$ cat config.mk
export PLATFORM = sky130hd
export DESIGN_NAME = sort_drain
export DESIGN_NICKNAME = d
export VERILOG_FILES = /design/src/rtl/sort_pkg.sv /design/src/rtl/sort_drain.sv
export SDC_FILE = /design/constraint.sdc
export NUM_CORES = 1
export LEC_CHECK = 0
export ABC_AREA = 1
export CORE_ASPECT_RATIO = 1.5
export CORE_MARGIN = 1.5
export CORE_UTILIZATION = 45
export DETAILED_ROUTE_END_ITERATION = 16
export PLACE_DENSITY = 0.72
export SLEW_MARGIN = 20
export SYNTH_ARGS = -nofsm -noshare
export SYNTH_HDL_FRONTEND = slang
export SYNTH_SLANG_ARGS = --single-unit
export TNS_END_PERCENT = 30
$ cat constraint.sdc
create_clock -name clk -period 1.8 [get_ports clk]
set_input_delay 0.54 -clock clk [delete_from_list [all_inputs] [get_ports clk]]
set_output_delay 0.54 -clock clk [all_outputs]
set_load 0.05 [all_outputs]
$ cat src/rtl/sort_pkg.sv
// Shared definitions for the insertion sorter and its drain stage.
// No logic; state codes, defaults and a state-name helper for tracing.
// Not applicable: no flow control lives here.
package sort_pkg;

    localparam int DW_DEF = 16;
    localparam int AW_DEF = 4;

    // Sorter state codes, kept here so both stages share one encoding space.
    localparam logic [2:0] SORT_IDLE  = 3'd0;
    localparam logic [2:0] SORT_LOAD  = 3'd1;
    localparam logic [2:0] SORT_SCAN  = 3'd2;
    localparam logic [2:0] SORT_SHIFT = 3'd3;
    localparam logic [2:0] SORT_DONE  = 3'd4;

    localparam logic [2:0] D_IDLE    = 3'd0;
    localparam logic [2:0] D_FETCH   = 3'd1;
    localparam logic [2:0] D_CAPT    = 3'd2;
    localparam logic [2:0] D_PRESENT = 3'd3;
    localparam logic [2:0] D_DONE    = 3'd4;

    // Five-character ASCII name of a drain state, for console tracing.
    function automatic logic [39:0] drain_state_name(input logic [2:0] s);
        logic [39:0] name;
        name = "?????";
        case (s)
            D_IDLE:    name = "IDLE ";
            D_FETCH:   name = "FETCH";
            D_CAPT:    name = "CAPT ";
            D_PRESENT: name = "PRES ";
            D_DONE:    name = "DONE ";
            default:   name = "?????";
        endcase
        return name;
    endfunction

endpackage

$ cat src/rtl/sort_drain.sv
// Streams the zero-terminated sorted RAM image out, checking ascending order.
// Latency: first out_valid two cycles after start is taken; 3 cycles/element.
// Backpressure: holds out_valid/out_data in PRESENT until out_ready; no RAM write until then.
module sort_drain
    import sort_pkg::*;
#(
    parameter int DW               = DW_DEF,
    parameter int AW               = AW_DEF,
    parameter bit CLEAR_AFTER_READ = 1'b1
) (
    input  logic          clk,
    input  logic          rst_n,
    input  logic          start,
    output logic [AW-1:0] ram_addr,
    input  logic [DW-1:0] ram_rdata,
    output logic          ram_we,
    output logic [DW-1:0] ram_wdata,
    output logic          out_valid,
    input  logic          out_ready,
    output logic [DW-1:0] out_data,
    output logic          busy,
    output logic          done,
    output logic [AW:0]   count,
    output logic          order_err
);

    localparam logic [AW-1:0] LAST_ADDR = {AW{1'b1}};

    logic [2:0]    state;
    logic [DW-1:0] prev;
    logic          hs;

    assign hs = (state == D_PRESENT) && out_ready;

    always_ff @(posedge clk) begin
        if (!rst_n) begin
            state     <= D_IDLE;
            ram_addr  <= '0;
            out_data  <= '0;
            count     <= '0;
            order_err <= 1'b0;
            prev      <= '0;
        end else begin
            case (state)
                D_IDLE: begin
                    if (start) begin
                        state     <= D_FETCH;
                        ram_addr  <= '0;
                        count     <= '0;
                        order_err <= 1'b0;
                        prev      <= '0;
                    end
                end
                D_FETCH: state <= D_CAPT;
                D_CAPT: begin
                    if (ram_rdata == '0) begin
                        state <= D_DONE;
                    end else begin
                        out_data <= ram_rdata;
                        // The first element has no predecessor to compare with.
                        if (count != '0 && ram_rdata < prev)
                            order_err <= 1'b1;
                        state <= D_PRESENT;
                    end
                end
                D_PRESENT: begin
                    if (out_ready) begin
                        count <= count + 1'b1;
                        prev  <= out_data;
                        // Checking the last address first keeps ram_addr from wrapping.
                        if (ram_addr == LAST_ADDR) begin
                            state <= D_DONE;
                        end else begin
                            ram_addr <= ram_addr + 1'b1;
                            state    <= D_FETCH;
                        end
                    end
                end
                D_DONE: begin
                    if (!start)
                        state <= D_IDLE;
                end
                default: state <= D_IDLE;
            endcase
        end
    end

    assign out_valid = (state == D_PRESENT);
    assign ram_we    = hs && CLEAR_AFTER_READ;
    assign ram_wdata = '0;
    assign busy      = (state == D_FETCH) || (state == D_CAPT) || (state == D_PRESENT);
    assign done      = (state == D_DONE);

endmodule

## Yosys cells after proc, flatten, opt, wreduce, memory -nomap -nowiden

Index checks and enable logic that the tools add are counted.

| word-level totals | value |
|---|---|
| flip-flop bits (word level) | 45 |
| logic and storage cells | 55 |
| bits of input ports | 20 |
| output and inout port bits | 46 |

| operators by class | value |
|---|---|
| equality and inequality tests | 11 |
| reduce and logical (&&, ||, !) cells | 14 |
| bitwise logic cells | 1 |
| mux-type cells | 20 |
| add/sub/neg operators | 2 |
| magnitude comparators | 1 |

Operators by type and width:

| kind | number |
|---|---|
| two-way mux 16 bit | 2 |
| one-hot mux 16 bit (2 select lines) | 1 |
| zero test 16 bit | 1 |
| less-than comparator 16 bit | 1 |
| two-way mux 3 bit | 5 |
| one-hot mux 3 bit (5 select lines) | 1 |
| two-way mux 4 bit | 3 |
| two-way mux 5 bit | 2 |
| inequality test 2 bit (second input constant) | 5 |
| one-hot mux 5 bit (2 select lines) | 1 |
| one-hot mux 4 bit (2 select lines) | 1 |
| AND reduction 4 bit | 2 |
| equality test 3 x 2 -> 1 bit (second input constant) | 2 |
| AND reduction 3 bit | 2 |
| adder 5 x 1 -> 5 bit (second input constant) | 1 |
| nonzero test 5 bit | 1 |
| adder 4 x 1 -> 4 bit (second input constant) | 1 |
| equality test 4 bit (second input constant) | 1 |
| nonzero test 2 bit | 2 |
| equality test 3 x 1 -> 1 bit (second input constant) | 1 |
| equality test 3 bit (second input constant) | 1 |
| zero test 3 bit | 1 |
| two-way mux 1 bit | 3 |
| logical AND 1 bit | 2 |
| other kinds (5) | 6 |

## Longest topological paths before layout

| logic depth | value |
|---|---|
| word-level depth | 5 |
| depth in mapped cells | 13 |
| mapped depth without buffers | 13 |

## Least setup slack after synthesis

OpenSTA, ideal clock, no wires.

| timing | value |
|---|---|
| kind | register -> register |
| from | register state[2] |
| to | register state[2] |
| period minus slack after synthesis | 2171 ps |
| arrival | 2054 ps |
| buffers on the path | 0 |
| slack | -371 ps |
| required time | 1683 ps |
| library setup time | 117 ps |
| stages on the path, launching flop included | 7 |
| cells stage by stage | dfxtp_1 -> inv_1 -> nor3_1 -> nand2_1 -> and3_2 -> nand2_1 -> a21oi_1 |

| on the way | value |
|---|---|
| cells in the longest elaborated chain, start to end | 3 |
| elaborated cells between the ends (all ways) | 10 |
| those cells by class | eq/ne: 7; mux: 1; reduce/logical: 2 |

RTL lines:

| item | RTL line | text |
|---|---|---|
| start, declared | sort_drain.sv:29 | `logic [2:0] state;` |
| start signal, assigned | sort_drain.sv:37 | `state <= D_IDLE;` |
| start signal, assigned | sort_drain.sv:47 | `state <= D_FETCH;` |
| start signal, assigned | sort_drain.sv:54 | `D_FETCH: state <= D_CAPT;` |
| equality test 3 bit * | - |  |
| net done | sort_drain.sv:22 | `output logic done,` |
| inequality test 2 bit (no source line) | - |  |
| AND reduction 3 bit (no source line) | - |  |

The timed path passes the listed nets; every way through them passes the cells marked *.
A chain may end at the register's enable or synchronous reset.

## Final worst setup path

| timing | value |
|---|---|
| from | register state[2] |
| to | output done |

| on the way | value |
|---|---|
| cells in the longest elaborated chain, start to end | 1 |

RTL lines:

| item | RTL line | text |
|---|---|---|
| equality test 3 bit | sort_drain.sv:92 | `assign done = (state == D_DONE);` |
| end, declared | sort_drain.sv:22 |  |

No other way between the ends.

==> flow_metrics.tcl <==
set metrics [dict create \
    cp-startpoint "state[2]" \
    fmax_mhz 571.5 \
    hp-start "order_err" \
    yosysWarnings 0 \
    cts_tree "yes" \
    drc_errors 0 \
    seq_area_sq_um 902.1 \
    seqPwrFrac_pct 30.3 \
    dpl.hpwl_um 4130 \
    postSynthCellCount 306 \
    maxSlewViolCount 0 \
    via_per_inst 5.041 \
    cp-start-kind "flop" \
    antenna_found_initial 0 \
    min_path_cells 2 \
    synth.distinct_cells 32 \
    tns_ns 0 \
    place_area_sq_mm 0.003296 \
    grt_overflow 0 \
    status "completed" \
    switchingPower_mw 2.207 \
    port_buffers 49 \
    r2r_cells 7 \
    peakVddDrop_mv 1.223 \
    grt_use_total_pct 19.18 \
    die_h_um 93.32 \
    coreArea_sq_mm 0.005205 \
    ys_ff_latch 45 \
    final_cells 434 \
    pwr-share-clk_pct 12.7 \
    cap_violations 0 \
    num_rows 32 \
    ios 66 \
    drive_gt1_share_pct 25.41 \
    multi_input_area_sq_mm 0.001335 \
    cts_buffer_depth 2 \
    r2r_start "state[1]" \
    cp_num_buf_inv 2 \
    synth_area_sq_mm 0.002447 \
    cp_max_fo 4 \
    critPathArrivalTime_ns 1.21 \
    critPathTopFamily "flip-flops" \
    place_congestion 0.7624 \
    fillCellCount 442 \
    drt_iter0_drc 70 \
    p_sw_share_pct 44.69 \
    fin_worst_skew_ns 0.004834 \
    final_nets 404 \
    clk_pin_slew_ns 0.08 \
    final_area_sq_mm 0.003462 \
    leakage_nw 1.450 \
    worstPathRequired_ns 1.26 \
    diodes 0 \
    fp.dieArea_sq_mm 0.005899 \
    grt_start_max_net_pins 23 \
    syn_to_final_growth_pct 41.46 \
    cp-end-kind "output pin" \
    period_minus_slack_ns 1.750 \
    die_x_um 63.22 \
    path_cells "inv_2 > nor3_2 > buf_12" \
    cts_root_buffer "clkbuf_8" \
    postCtsSetupBuffers 0 \
    cts_sinks 45 \
    cts_buffers 5 \
    cp_slowest_cell "dfxtp_1" \
    p_per_area_mw_per_mm2 1426 \
    initial_core_util_pct 47.02 \
    rsz0062_at_grt "true" \
    vias 2188 \
    slowest_delay_ns 0.38 \
    final_cell_mix "59 x nor2_1, 44 x dfxtp_1, 35 x inv_1" \
    ys_seq_area_share_pct 36.81 \
    internal-power_mw 2.732 \
    crit_type "reg -> out" \
    hp-class "reg -> reg" \
    finalSetupViolCount 0 \
    insertion_delay_ns 0.29 \
    ant_nets 0 \
    drt_wl_total_um 5596 \
    post_synth.cell_area_avg_sq_um 7.998 \
    finalCritPeriodShare_pct 97.21 \
    power_frac_comb_pct 57.0 \
    grt_first_pass_wirelength_um 9114 \
    grt_pass1_vias 2124 \
    placed_cells_incl_taps 427 \
    hold_viol 0 \
    layout_commonest_cell "nor2_1" \
    htree_num_levels 2 \
    wire_per_inst_um 12.89 \
    firstDrtPassIters 5 \
    cp_num_cells 3 \
]
==> power by group through the flow <==
stage	clock (mW)	sequential, mW	combinational (mW)
2_1_floorplan	0	1.87	1.38
3_3_place_gp	0	1.51	2.70
3_5_place_dp	0	1.52	2.75
4_1_cts	0.636	1.50	2.78
5_1_grt	0.668	1.53	3.05
6_report	0.626	1.50	2.82
==> worst reg2reg max path, stage by stage (launching register included) <==
cell,delay (ns)
dfxtp_1,0.38
nor2_2,0.14
nand2_2,0.10
or2_4,0.27
nand2_4,0.14
buf_12,0.19
nor2_1,0.06
a211oi_1,0.23
==> sequential cells by signal (all words and copies together) (netlist names) <==
name       count
out_data      16
prev          16
count          5
ram_addr       4
state          3
order_err      1
==> metrics by stage <==
| step | total power, mW | worst slack (ns) | util, % | hold WS, ns |
|---|---|---|---|---|
| after detailed placement | 4.266 | -0.4678 | 63.32 | 0.4503 |
| after floorplan | 3.257 | 0.01824 | - | 0.4405 |
| final | 4.939 | 0.05021 | 66.51 | 0.4690 |
| after CTS | 4.914 | -0.001638 | 65.38 | 0.4639 |
| after global placement | 4.204 | -0.4126 | 63.32 | 0.4469 |
| after global routing | 5.245 | -0.04841 | 66.51 | 0.4987 |
==> layout make-up <==
class | count | share of cell area [%]
Multi-Input combinational cell | 211 | 38.56
Timing Repair Buffer | 63 | 26.09
Sequential cell | 45 | 26.06
Inverter | 40 | 4.337
Clock buffer | 7 | 2.494
Tap cell | 68 | 2.458
==> timing repair <==
| item | 4_1_cts | 5_1_grt |
|---|---|---|
| endpoints found under the hold margin | 0 | 0 |
| setup endpoints to repair | 22 | 23 |
| pin swaps | 9 | 7 |
| gates resized for setup | 22 | 14 |
| hold buffers | 0 | 0 |
==> cell families (layout without fill, tap and decap cells) <==
logic type,after synthesis,in the layout,share of synthesized area (%)
XOR/XNOR,2,2,0.7159
flip-flops,45,45,36.81
other,1,16,0.1532
adder cells (fa/ha/maj),18,18,9.203
AND/OR/NAND/NOR,122,122,22.50
buffers and inverters,65,110,14.57
AO/OA/AOI/OAI,53,53,16.05
==> worst paths after layout <==
| kind | slack [ns] | to |
|---|---|---|
| setup reg to reg | 0.22 | prev[1] |
| setup / recovery | 0.05 | done |
| hold reg to reg | 0.47 | order_err |
| hold / removal | 0.47 | order_err |
==> synthesized netlist by cell type, drive strengths merged <==
cell,number,area share [%]
and3,1,0.31
or2,1,0.36
o21ai,24,5.5
ha,18,9.2
nand4,6,1.5
nor3b,2,0.61
xor2,2,0.72
nor3,8,1.6
dfxtp,45,37
clkbuf,3,1.3
inv,40,6.1
nor4,5,1.3
a21oi,12,2.5
nor2,61,9.5
a211oi,17,8.1
conb,1,0.15
nand2,33,5.6
nand3,5,1.7
buf,22,7.1
==> routing by layer <==
| layer | vias to the layer above | GRT usage (%) | routed length (um) |
|---|---|---|---|
| li1 | 1088 | - | - |
| met5 | - | 0 | 0 |
| met3 | 8 | 3.490 | 296 |
| met2 | 64 | 36.79 | 3046 |
| met1 | 1028 | 20.42 | 2165 |
| met4 | 0 | 7.428 | 87 |
Note: power is estimated with default switching activity, not from simulation.
